==> src/rtl/iomem_initiator.sv <==
// iomem bus master: buffers read/write commands in a small FIFO, issues them
// one at a time on the PicoSoC iomem interface and returns one response per
// command, flagging a timeout when the slave never raises iomem_ready.
module iomem_initiator #(
  parameter int unsigned FIFO_DEPTH     = 4,
  parameter int unsigned TIMEOUT_CYCLES = 255,
  parameter int unsigned TIMEOUT_W      = 8
) (
  input  logic        clk_bufg,
  input  logic        resetn,
  input  logic        cmd_valid,
  output logic        cmd_ready,
  input  logic [31:0] cmd_addr,
  input  logic [31:0] cmd_wdata,
  input  logic [3:0]  cmd_wstrb,
  output logic        rsp_valid,
  input  logic        rsp_ready,
  output logic [31:0] rsp_rdata,
  output logic        rsp_write,
  output logic        rsp_err,
  output logic        iomem_valid,
  input  logic        iomem_ready,
  output logic [3:0]  iomem_wstrb,
  output logic [31:0] iomem_addr,
  output logic [31:0] iomem_wdata,
  input  logic [31:0] iomem_rdata,
  output logic        busy
);

  localparam int unsigned AW = $clog2(FIFO_DEPTH);
  localparam int unsigned CW = AW + 1;
  localparam logic [CW-1:0] FULL_C = CW'(FIFO_DEPTH);
  // Last counter value before a timeout fires: valid has then been high TIMEOUT_CYCLES cycles.
  localparam logic [TIMEOUT_W-1:0] TO_LAST =
    (TIMEOUT_CYCLES == 0) ? '0 : TIMEOUT_W'(TIMEOUT_CYCLES - 1);

  typedef struct packed {
    logic [31:0] addr;
    logic [31:0] wdata;
    logic [3:0]  wstrb;
  } cmd_t;

  typedef enum logic [1:0] {IDLE, REQ, RSP} state_t;

  cmd_t              mem_q [FIFO_DEPTH];
  cmd_t              mem_d [FIFO_DEPTH];
  logic [AW-1:0]     wr_ptr_q, wr_ptr_d;
  logic [AW-1:0]     rd_ptr_q, rd_ptr_d;
  logic [CW-1:0]     count_q, count_d;

  state_t            state_q, state_d;
  logic              valid_q, valid_d;
  logic [31:0]       addr_q, addr_d;
  logic [31:0]       wdata_q, wdata_d;
  logic [3:0]        wstrb_q, wstrb_d;
  logic              rsp_valid_q, rsp_valid_d;
  logic [31:0]       rsp_rdata_q, rsp_rdata_d;
  logic              rsp_write_q, rsp_write_d;
  logic              rsp_err_q, rsp_err_d;
  logic [TIMEOUT_W-1:0] tmo_q, tmo_d;

  logic full, empty, push, pop;
  cmd_t head;

  assign full  = (count_q == FULL_C);
  assign empty = (count_q == '0);
  assign push  = cmd_valid && !full;
  assign pop   = (state_q == IDLE) && !empty;
  assign head  = mem_q[rd_ptr_q];

  // FIFO next state: storage write, pointer advance and occupancy count
  always_comb begin
    mem_d    = mem_q;
    wr_ptr_d = wr_ptr_q;
    rd_ptr_d = rd_ptr_q;
    count_d  = count_q;
    if (push) begin
      mem_d[wr_ptr_q] = '{addr: cmd_addr, wdata: cmd_wdata, wstrb: cmd_wstrb};
      wr_ptr_d        = wr_ptr_q + AW'(1);
    end
    if (pop) begin
      rd_ptr_d = rd_ptr_q + AW'(1);
    end
    case ({push, pop})
      2'b10:   count_d = count_q + CW'(1);
      2'b01:   count_d = count_q - CW'(1);
      default: count_d = count_q;
    endcase
  end

  // Transaction FSM next state: issue, wait for ready or timeout, hold response
  always_comb begin
    state_d     = state_q;
    valid_d     = valid_q;
    addr_d      = addr_q;
    wdata_d     = wdata_q;
    wstrb_d     = wstrb_q;
    rsp_valid_d = rsp_valid_q;
    rsp_rdata_d = rsp_rdata_q;
    rsp_write_d = rsp_write_q;
    rsp_err_d   = rsp_err_q;
    tmo_d       = tmo_q;
    case (state_q)
      IDLE: begin
        if (!empty) begin
          addr_d  = head.addr;
          wdata_d = head.wdata;
          wstrb_d = head.wstrb;
          valid_d = 1'b1;
          tmo_d   = '0;
          state_d = REQ;
        end
      end
      REQ: begin
        // A ready in the last allowed cycle wins over the timeout.
        if (iomem_ready) begin
          valid_d     = 1'b0;
          rsp_rdata_d = (wstrb_q == 4'b0000) ? iomem_rdata : '0;
          rsp_write_d = |wstrb_q;
          rsp_err_d   = 1'b0;
          rsp_valid_d = 1'b1;
          state_d     = RSP;
        end else if ((TIMEOUT_CYCLES != 0) && (tmo_q == TO_LAST)) begin
          valid_d     = 1'b0;
          rsp_rdata_d = '0;
          rsp_write_d = |wstrb_q;
          rsp_err_d   = 1'b1;
          rsp_valid_d = 1'b1;
          state_d     = RSP;
        end else begin
          tmo_d = tmo_q + TIMEOUT_W'(1);
        end
      end
      RSP: begin
        if (rsp_ready) begin
          rsp_valid_d = 1'b0;
          state_d     = IDLE;
        end
      end
      default: state_d = IDLE;
    endcase
  end

  // FIFO storage needs no reset: entries are only read once counted valid
  always_ff @(posedge clk_bufg) begin
    mem_q <= mem_d;
  end

  // Control state with synchronous active-low reset
  always_ff @(posedge clk_bufg) begin
    if (!resetn) begin
      wr_ptr_q    <= '0;
      rd_ptr_q    <= '0;
      count_q     <= '0;
      state_q     <= IDLE;
      valid_q     <= 1'b0;
      addr_q      <= '0;
      wdata_q     <= '0;
      wstrb_q     <= '0;
      rsp_valid_q <= 1'b0;
      rsp_rdata_q <= '0;
      rsp_write_q <= 1'b0;
      rsp_err_q   <= 1'b0;
      tmo_q       <= '0;
    end else begin
      wr_ptr_q    <= wr_ptr_d;
      rd_ptr_q    <= rd_ptr_d;
      count_q     <= count_d;
      state_q     <= state_d;
      valid_q     <= valid_d;
      addr_q      <= addr_d;
      wdata_q     <= wdata_d;
      wstrb_q     <= wstrb_d;
      rsp_valid_q <= rsp_valid_d;
      rsp_rdata_q <= rsp_rdata_d;
      rsp_write_q <= rsp_write_d;
      rsp_err_q   <= rsp_err_d;
      tmo_q       <= tmo_d;
    end
  end

  assign cmd_ready   = !full;
  assign iomem_valid = valid_q;
  assign iomem_addr  = addr_q;
  assign iomem_wdata = wdata_q;
  assign iomem_wstrb = wstrb_q;
  assign rsp_valid   = rsp_valid_q;
  assign rsp_rdata   = rsp_rdata_q;
  assign rsp_write   = rsp_write_q;
  assign rsp_err     = rsp_err_q;
  assign busy        = !empty || (state_q != IDLE);

endmodule

==> config.mk <==
export PLATFORM = sky130hd
export DESIGN_NAME = iomem_initiator
export DESIGN_NICKNAME = d
export VERILOG_FILES = /design/src/rtl/iomem_initiator.sv
export SDC_FILE = /design/constraint.sdc
export NUM_CORES = 1
export LEC_CHECK = 0
export BUFFER_PORTS_ARGS = -buffer_cell sky130_fd_sc_hd__buf_2
export CORE_MARGIN = 1
export CORE_UTILIZATION = 30
export DETAILED_ROUTE_END_ITERATION = 6
export HOLD_SLACK_MARGIN = 0.06
export PLACE_DENSITY_LB_ADDON = 0.05
export SLEW_MARGIN = 20
export SYNTH_ARGS = -nofsm -noshare
export SYNTH_HDL_FRONTEND = slang
export SYNTH_SLANG_ARGS = --single-unit
==> constraint.sdc <==
create_clock -name clk_bufg -period 4.2 [get_ports clk_bufg]
set_input_delay 1.26 -clock clk_bufg [delete_from_list [all_inputs] [get_ports clk_bufg]]
set_output_delay 1.26 -clock clk_bufg [all_outputs]
set_load 0.005 [all_outputs]
==> flow_summary.json <==
{
  "status": "complete, no violations",
  "worstMarginPinSlew_ns": 0.8999,
  "power.share.combinational": 0.243,
  "synth_nets": 1041,
  "rows": 80,
  "intPower_mw": 8.175,
  "p_leak_nw": 6.233,
  "path_delay_family": "simple AND/OR/NAND/NOR gates",
  "slowest_delay_ns": 0.59,
  "synth_common_cells": "272 x edfxtp_1, 161 x nand2_1, 121 x dfxtp_1",
  "worstReg2RegEnd": "count_q[2]$_SDFFE_PN0P_",
  "switching_share": 0.3049,
  "synth_area_um2": 14490,
  "reg2reg_from": "state_q[0]$_SDFFE_PN0P_",
  "min_period_ns": 3.292,
  "clockPowerShare": 0.313,
  "ant_nets": 0,
  "hold_buffers": 0,
  "drc": 0,
  "powerDensity_nw_per_um2": 665.6,
  "area_growth_pct": 21.97,
  "place_congestion": 0.7423,
  "dpl-instance-area_um2": 16290,
  "netlist_instances": 924,
  "syn_area_per_cell_um2": 15.68,
  "reg2reg_depth": 10,
  "drt-vias-per-instance": 4.651,
  "slew_headroom": 0.4001,
  "setup.worst_path.class": "flip-flop to primary output",
  "fin_worst_skew_ns": 0.02025,
  "cp_num_buf_inv": 2,
  "ys.flop_type": "edfxtp_1",
  "cts_setup_buffers": 0,
  "final_area_um2": 17670,
  "cp_cell_sequence": "inv_1, ha_1, or4b_1, buf_2",
  "yosysMostFrequentCell": "edfxtp_1",
  "placed_cells": 1709,
  "ys_ff_latch": 393,
  "firstDrtPassIters": 7,
  "cts.clk_slew.worst_paths_ns": 0.06,
  "grt_overflow": 0,
  "wl_per_cell_um": 19.57,
  "vias": 8344,
  "synth_area_leaders": "edfxtp_1 56%, dfxtp_1 17%, mux4_2 11%, nand2_1 4.2%, a21oi_1 3.1%",
  "min_path_cells": 2,
  "r2r_slack_ns": 1.57,
  "synth-edff-count": 272,
  "cts_max_path_buffers": 3,
  "synth_top_area_share": 0.5638,
  "fin_cells": 1794,
  "p_switching_mw": 3.587,
  "cp.depth": 4,
  "clock_sinks": 393,
  "htreeDepth": 2,
  "port_buffers": 210,
  "async_flop_share": 0,
  "cp-end-kind": "primary output",
  "hpwl_mm": 20.81,
  "endpoint": "busy",
  "hold_viol": 0,
  "track_usage": 0.1448,
  "crit_path_start": "state_q[0]$_SDFFE_PN0P_",
  "hold_path.class": "flip-flop to flip-flop",
  "die_w_um": 221.8,
  "num_io_pins": 211,
  "nFillCells": 4641,
  "cts_tree": "yes",
  "required_ns": 2.94,
  "crit_slowest_cell": "or4b_1",
  "ys_warn_count": 0,
  "core-area_um2": 47650,
  "nNetsFinal": 1258,
  "setup_viol_count_final": 0,
  "drt_iter0_drc": 493,
  "fin_crit_sh": 0.7839,
  "drive_above_1_share": 0.3135,
  "grt_max_degree": 69,
  "cts-root-buf": "clkbuf_16",
  "tns_ns": 0,
  "grt_antenna_before_repair": 6,
  "grt_pass1_vias": 8716,
  "wl_mm": 35.11,
  "ys_seq_area_frac": 0.7310,
  "rsz0062_at_grt": "no",
  "die_h_um": 221.8,
  "start_kind": "flip-flop",
  "initial_core_util": 0.3041,
  "grt_pass1_wl_mm": 53.70,
  "yosysUniqueCellTypes": 50,
  "drv_slew": 0,
  "critPathMaxFanout": 5,
  "seqPwrFrac": 0.443,
  "post_cts_resized": 0,
  "arrival_ns": 2.03,
  "ir_drop_mv": 0.3911,
  "cts_buffers": 45,
  "die-area_um2": 49180,
  "synth_top_area_cell": "edfxtp_1",
  "fmax_mhz": 303.7,
  "cap_viol_max_count": 0,
  "clock_latency_ns": 0.56
}
-- through the flow --
step | utilization | worst slack (ns) | hold WS (ns) | power [mW]
after floorplan | - | 0.8717 | 0.4483 | 7.066
after global placement | 0.3418 | 1.278 | 0.4404 | 8.310
after detailed placement | 0.3418 | 1.246 | 0.4412 | 8.307
after CTS | 0.3708 | 0.8442 | 0.4492 | 12.05
after global routing | 0.3708 | 0.7643 | 0.4709 | 12.48
final | 0.3709 | 0.9076 | 0.4470 | 11.76
-- placed cells by master (no fill, tap or decap), types with 3 or more instances in the layout --
cell and n:
o21ai_0 6, and3_4 4, a31oi_1 6, mux4_2 68
clkbuf_16 47, clkbuf_1 19, ha_1 11, clkinv_2 3
buf_12 6, nand3_1 8, nand2_1 161, a21oi_1 90
a22oi_1 19, buf_2 210, nor2_1 25, clkinv_1 7
xor2_1 3, edfxtp_1 272, inv_1 13, dfxtp_1 119
buf_4 11, and2_1 4, nand4_1 15
-- how the worst min path moves through the flow --
stage	from	endpoint	slack (ns)
after global routing	iomem_addr[3]$_SDFFE_PN0P_	iomem_addr[3]$_SDFFE_PN0P_	0.47
after CTS	rsp_rdata[5]$_SDFFE_PN0P_	rsp_rdata[5]$_SDFFE_PN0P_	0.45
after global placement	rsp_rdata[15]$_SDFFE_PN0P_	rsp_rdata[15]$_SDFFE_PN0P_	0.44
after floorplan	rsp_rdata[0]$_SDFFE_PN0P_	rsp_rdata[0]$_SDFFE_PN0P_	0.45
after detailed placement	rsp_rdata[5]$_SDFFE_PN0P_	rsp_rdata[5]$_SDFFE_PN0P_	0.44
final	rsp_rdata[15]$_SDFFE_PN0P_	rsp_rdata[15]$_SDFFE_PN0P_	0.45
-- area by class of cell --
cell class	count	area, µm²	area share
Sequential cell	393	10600	0.5997
Inverter	15	58.81	0.003328
Tap cell	615	769.5	0.04355
Antenna cell	2	5.005	0.0002832
Clock buffer	68	1275	0.07215
Multi-Input combinational cell	459	3607	0.2041
Clock inverter	15	103.9	0.005877
Timing Repair Buffer	227	1254	0.07095
-- power by group through the flow --
stage / registers (mW) / logic [mW] / clock network (mW)
2_1_floorplan: 5.22 / 1.85 / 0
3_3_place_gp: 5.30 / 3.01 / 0
3_5_place_dp: 5.32 / 2.99 / 0
4_1_cts: 5.24 / 3.00 / 3.82
5_1_grt: 5.31 / 3.23 / 3.94
6_report: 5.21 / 2.86 / 3.69
-- state kept, by name (all words and copies together) (netlist names), 2 cells and up --
signal and count:
count_q 3, tmo_q 8, iomem_wstrb 4, iomem_addr 32, rsp_rdata 32, state_q 2, wr_ptr_q 2, mem_q 272
iomem_wdata 32, rd_ptr_q 2
-- worst register-to-register path: stages (launching register included) --
cell and delay [ns]:
dfxtp_1 0.32, inv_1 0.10, ha_1 0.27, o31ai_4 0.11
inv_2 0.41, ha_1 0.29, inv_1 0.06, fa_1 0.37
xor2_1 0.16, or3_1 0.31, a21oi_1 0.16
-- per-layer routing --
| layer | track usage | part of all wire |
|---|---|---|
| met5 | 0 | 0.0016 |
| met4 | 0.05152 | 0.025 |
| met3 | 0.03472 | 0.053 |
| met2 | 0.2385 | 0.48 |
| met1 | 0.1857 | 0.44 |
-- kinds of logic after synthesis --
logic type	count (synthesis)	share of synthesized area
adder cells (fa/ha/maj)	12	0.01088
AND/OR/NAND/NOR	235	0.07065
buffers and inverters	72	0.02228
XOR/XNOR	5	0.003023
flip-flops	393	0.7310
AO/OA/AOI/OAI	138	0.05579
multiplexers	69	0.1064
No activity file was read; power rests on OpenSTA's default activity.
